[config.mk]
export PLATFORM = sky130hd
export DESIGN_NAME = counter_fib_seg_top_flat
export DESIGN_NICKNAME = d
export VERILOG_FILES = /design/src/rtl/counter_fib_seg_top_if.sv /design/src/rtl/counter_fib_seg_top.sv /design/src/flat_wrapper.sv
export SDC_FILE = /design/constraint.sdc
export NUM_CORES = 1
export LEC_CHECK = 0
export CELL_PAD_IN_SITES_DETAIL_PLACEMENT = 0
export CELL_PAD_IN_SITES_GLOBAL_PLACEMENT = 1
export CORE_ASPECT_RATIO = 1.5
export CORE_UTILIZATION = 35
export DETAILED_ROUTE_END_ITERATION = 16
export PLACE_DENSITY_LB_ADDON = 0.15
export SETUP_SLACK_MARGIN = 0.4
export SKIP_LAST_GASP = 1
export SYNTH_ARGS = -nofsm -noshare
export SYNTH_HDL_FRONTEND = slang
export SYNTH_SLANG_ARGS = --single-unit
export TNS_END_PERCENT = 10
[constraint.sdc]
create_clock -name clk -period 2.6 [get_ports clk]
set_input_delay 0.52 -clock clk [delete_from_list [all_inputs] [get_ports clk]]
set_output_delay 0.52 -clock clk [all_outputs]
set_load 0.05 [all_outputs]
[src/rtl/counter_fib_seg_top_if.sv]
// Signal bundle between the demo top and the board wrapper: the switch input
// and the counter and decoder outputs.
interface counter_fib_seg_top_if;
    logic       switch_in;
    logic [3:0] count;
    logic [6:0] switch_out;
    logic       fib_out;
    logic [6:0] BCD7_out;

    modport master (
        output switch_in,
        input  count,
        input  switch_out,
        input  fib_out,
        input  BCD7_out
    );

    modport slave (
        input  switch_in,
        output count,
        output switch_out,
        output fib_out,
        output BCD7_out
    );
endinterface

[src/rtl/counter_fib_seg_top.sv]
// Board demo: free-running 4-bit counter feeding a Fibonacci flag and a hex
// seven-segment decoder, plus a 7-bit history of the slide switch.
module counter_fib_seg_top (
    input  logic                  clk,
    input  logic                  reset,
    counter_fib_seg_top_if.slave  bus
);

    logic [3:0] r_count;
    logic [6:0] r_switch;
    logic       w_fib;
    logic [6:0] w_seg;

    always_ff @(posedge clk) begin
        if (reset) begin
            r_count  <= 4'd0;
            r_switch <= 7'd0;
        end else begin
            r_count  <= r_count + 4'd1;
            r_switch <= {r_switch[5:0], bus.switch_in};
        end
    end

    always_comb begin
        w_fib = 1'b0;
        case (r_count)
            4'd0, 4'd1, 4'd2, 4'd3, 4'd5, 4'd8, 4'd13: w_fib = 1'b1;
            default:                                   w_fib = 1'b0;
        endcase
    end

    // Active-low segments, bit order {g,f,e,d,c,b,a}
    always_comb begin
        w_seg = 7'h40;
        case (r_count)
            4'h0: w_seg = 7'h40;
            4'h1: w_seg = 7'h79;
            4'h2: w_seg = 7'h24;
            4'h3: w_seg = 7'h30;
            4'h4: w_seg = 7'h19;
            4'h5: w_seg = 7'h12;
            4'h6: w_seg = 7'h02;
            4'h7: w_seg = 7'h78;
            4'h8: w_seg = 7'h00;
            4'h9: w_seg = 7'h10;
            4'hA: w_seg = 7'h08;
            4'hB: w_seg = 7'h03;
            4'hC: w_seg = 7'h46;
            4'hD: w_seg = 7'h21;
            4'hE: w_seg = 7'h06;
            4'hF: w_seg = 7'h0E;
            default: w_seg = 7'h40;
        endcase
    end

    assign bus.count      = r_count;
    assign bus.switch_out = r_switch;
    assign bus.fib_out    = w_fib;
    assign bus.BCD7_out   = w_seg;

endmodule

[src/flat_wrapper.sv]
// flat-port wrapper written by rule: the top's interface ports become plain ports
module counter_fib_seg_top_flat 
  (clk, reset, bus_switch_in, bus_count, bus_switch_out, bus_fib_out, bus_BCD7_out);
  counter_fib_seg_top_if bus_i ();
  input  logic clk;
  input  logic reset;
  input wire logic [$bits(bus_i.switch_in)-1:0] bus_switch_in;
  output wire logic [$bits(bus_i.count)-1:0] bus_count;
  output wire logic [$bits(bus_i.switch_out)-1:0] bus_switch_out;
  output wire logic [$bits(bus_i.fib_out)-1:0] bus_fib_out;
  output wire logic [$bits(bus_i.BCD7_out)-1:0] bus_BCD7_out;
  assign bus_i.switch_in = bus_switch_in;
  assign bus_count = bus_i.count;
  assign bus_switch_out = bus_i.switch_out;
  assign bus_fib_out = bus_i.fib_out;
  assign bus_BCD7_out = bus_i.BCD7_out;
  counter_fib_seg_top u_core (.clk(clk), .reset(reset), .bus(bus_i));
endmodule
==> qor.csv <==
stage;metric;value;unit
placement;Placed Area;1050;sq um
setup_path;register-to-register setup slack;0.57;ns
global_routing;grt total ovfl;0;
timing;final setup violation count;0;
drt;length of the first detailed-routing pass in iterations;2;
yosys;warnings from Yosys;0;
clock_network;clock sinks;18;
timing;minimum period implied by the final worst setup slack;2.10;ns
setup_path;data required time of the critical path;2.08;ns
clock_network;worst-skew pair later-pin latency;0.29;ns
final_layout;fill count;200;
yosys;netlist area before placement;801;sq um
final_layout;Ant. Diodes;0;
drt;final WL;1460;um
timing;Worst Tran Pin Value;0.500;ns
global_routing;wire length of the first global-routing pass;2430;um
die;placeable core region;2100;sq um
die;Die H;60.6;um
placement;IO buf count;21;
final_layout;final-stage net count;116;
timing;final number of max-transition violations;0;
drt;number of vias per cell after detailed routing;4.96;
final_layout;area occupied by registers;363;sq um
yosys;post-synth cell types;25;
timing;headroom to the max-slew limit;66.5;%
setup_path;Worst path top cell family by delay;flip-flops;
clock_network;H-Tree Level Count;1;
yosys;largest area contributor in the synthesized netlist;dfxtp_1;
final_layout;area of the multi-input gates;405;sq um
worst_hold_path;worst hold path class;reg -> reg;
global_routing;met3 track demand over resource;1.10;%
setup_path;crit-path max FO;9;
placement;Final Wtd Congestion;0.736;
final_layout;post-route insts no fill;124;
setup_path;Setup CP Type;reg -> out;
setup_path;signal arrival time at the worst endpoint;1.58;ns
final_layout;most frequent standard cell in the layout excluding fill and tap cells;clkdlybuf4s50_1;
timing;setup total negative slack;0;ns
global_routing;total global-route track usage;14.8;%
setup_path;crit path max-delay cell type;dfxtp_2;
pwr;Peak VDD IR;0.423;mV
final_layout;fraction of final layout cells sized beyond drive strength 1;14.7;%
yosys;Synthesized Nets;90;
global_routing;met1 usage in global routing;14.6;%
die;die area;2490;sq um
drt;antenna-violating nets left;0;
clock_network;CTS Hold Buffers Added;0;
timing;worst hold slack across all endpoints;0.470;ns
clock_network;TritonCTS clock tree;done;
setup_path;kind of end point of the critical path;output pin;
setup_path;ordered cell list for the critical path;inv_1, ha_1, nor3_1, a21oi_1, o22a_1, buf_2;
placement;Placed Instances;120;
yosys;prevailing post-synth register cell;dfxtp_1;
final_layout;Area Overhead vs Synth;35.0;%
final_layout;commonest non-fill, non-tap cells in the layout;clkdlybuf4s50_1, dfxtp_1, ha_1;
clock_network;Clock Root Buffer;clkbuf_4;
timing;setup clock skew after layout;0.00733;ns
timing;Final Hold Viols;0;
drt;number of remaining DRC errors;0;
timing;Highest Clock Rate;476;MHz
final_layout;final non-filler cell area;1080;sq um
global_routing;number of global-route vias before repair;608;
setup_path;WP buf/inv;2;
global_routing;number of antenna violations at the first check in global routing;0;
die;num ports;22;
pwr;Static Leak;0.455;nW
global_routing;maximum number of pins on one net before global-route repair;13;
clock_network;Max Buffers Root-to-Sink;2;
setup_path;CP max stage delay;0.43;ns
yosys;number of synthesized flops with an enable pin;0;
die;starting density of the core;38.1;%
flow_run;number of max-capacitance violations reported;0;
drt;wire length per cell;11.8;um
timing;crit share post-route;80.7;%
yosys;fraction of registers with async set/reset;0;%
clock_network;post-CTS clock slew at the launch and capture registers of the worst setup and hold paths;0.10;ns
pwr;power per unit of standard cell area;614;nW/um^2
outcome;run status;completed;
global_routing;GR Layer Usage met2;26.3;%
drt;vias;615;
setup_path;crit path launch type;flip-flop;
timing;setup repair after global routing missed its margin;true;
placement;total half-perimeter wirelength after legalization and detailed placement;1170;um
yosys;number of standard cells after synthesis;77;
die;placement row count;20;
drt;number of violations reported at the end of detailed-routing iteration 0;9;
yosys;Seq cells post-synth;18;
die;Horiz. Die Dim;41.1;um
clock_network;CTS buffer count;3;
yosys;cells taking the most area after synthesis;dfxtp_1, ha_1, nor2b_1;
yosys;area share of the largest cell type after synthesis;45.0;%
global_routing;GRT busiest layer;met2;
yosys;sequential area share after synthesis;45.0;%
yosys;mean post-synth cell area;10.4;sq um
[worst reg2reg max path, delay by kind of cell (launching register included)]
family / cells / cell delay, ns
adders and majority gates: 2 / 0.56
muxes: 1 / 0.48
DFF: 1 / 0.43
and+or+nand+nor: 1 / 0.24
buffers and inverters: 2 / 0.22
[cell usage after synthesis (2+ instances only)]
library cell	count
nor2_1	3
inv_1	6
nor2b_1	10
dfxtp_1	18
a21oi_1	2
nor3_1	2
ha_1	10
nand2_1	2
nand3_1	8
[sequential cells by signal, indices dropped and copies added, names as in the netlist]
name                   flops
u_core.bus.BCD7_out        7
u_core.bus.count           4
u_core.bus.switch_out      7
[power by group]
part           total [W]  switching [W]  leakage [nW]  internal (W)
sequential      0.000306      0.0000104         0.149      0.000296
combinational   0.000191       0.000124         0.285     0.0000673
clock           0.000167      0.0000816        0.0210     0.0000852
total           0.000664       0.000216         0.455      0.000448
[cell type report]
cell class	instances	area share (%)
Sequential cell	18	33.6
Timing Repair Buffer	23	20.4
Inverter	7	2.66
Tap cell	22	2.55
Clock buffer	4	3.36
Multi-Input combinational cell	50	37.5
[kinds of logic after synthesis]
kind of cell	after synthesis	share of synthesized area, %
simple gates	28	19.4
fa+ha+maj	10	15.6
mux	2	5.62
flops	18	45.0
xor+xnor	2	2.19
buf+inv	9	4.69
compound gates	8	7.50
[worst paths after layout]
kind / startpoint / to / depth (start not counted)
worst max register to register: u_core.bus.count[0]$_SDFF_PP0_ / u_core.bus.BCD7_out[3]$_DFF_P_ / 6
worst min register to register: u_core.bus.switch_out[2]$_SDFF_PP0_ / u_core.bus.switch_out[3]$_SDFF_PP0_ / 1
worst max-delay path: u_core.bus.count[0]$_SDFF_PP0_ / bus_fib_out / 6
worst min-delay path: u_core.bus.switch_out[2]$_SDFF_PP0_ / u_core.bus.switch_out[3]$_SDFF_PP0_ / 1
[metal layers]
metal | wire (um) | up-vias
li1 | - | 310
met1 | 580 | 292
met2 | 830 | 11
met3 | 20 | 2
met4 | 27 | 0
met5 | 0 | -
[through the flow]
| step | util (%) | setup slack [ns] | total power (W) |
|---|---|---|---|
| 2_1_floorplan | - | 0.404 | 0.000445 |
| 3_3_place_gp | 49.8 | 0.289 | 0.000507 |
| 3_5_place_dp | 49.8 | 0.239 | 0.000508 |
| 4_1_cts | 51.3 | 0.410 | 0.000673 |
| 5_1_grt | 51.4 | 0.374 | 0.000705 |
| 6_report | 51.4 | 0.501 | 0.000664 |
[timing repair]
action,in CTS,in global routing
endpoints found under the setup margin,1,2
gates resized for setup,5,1
setup buffers,0,0
(Power assumes the default switching activity.)
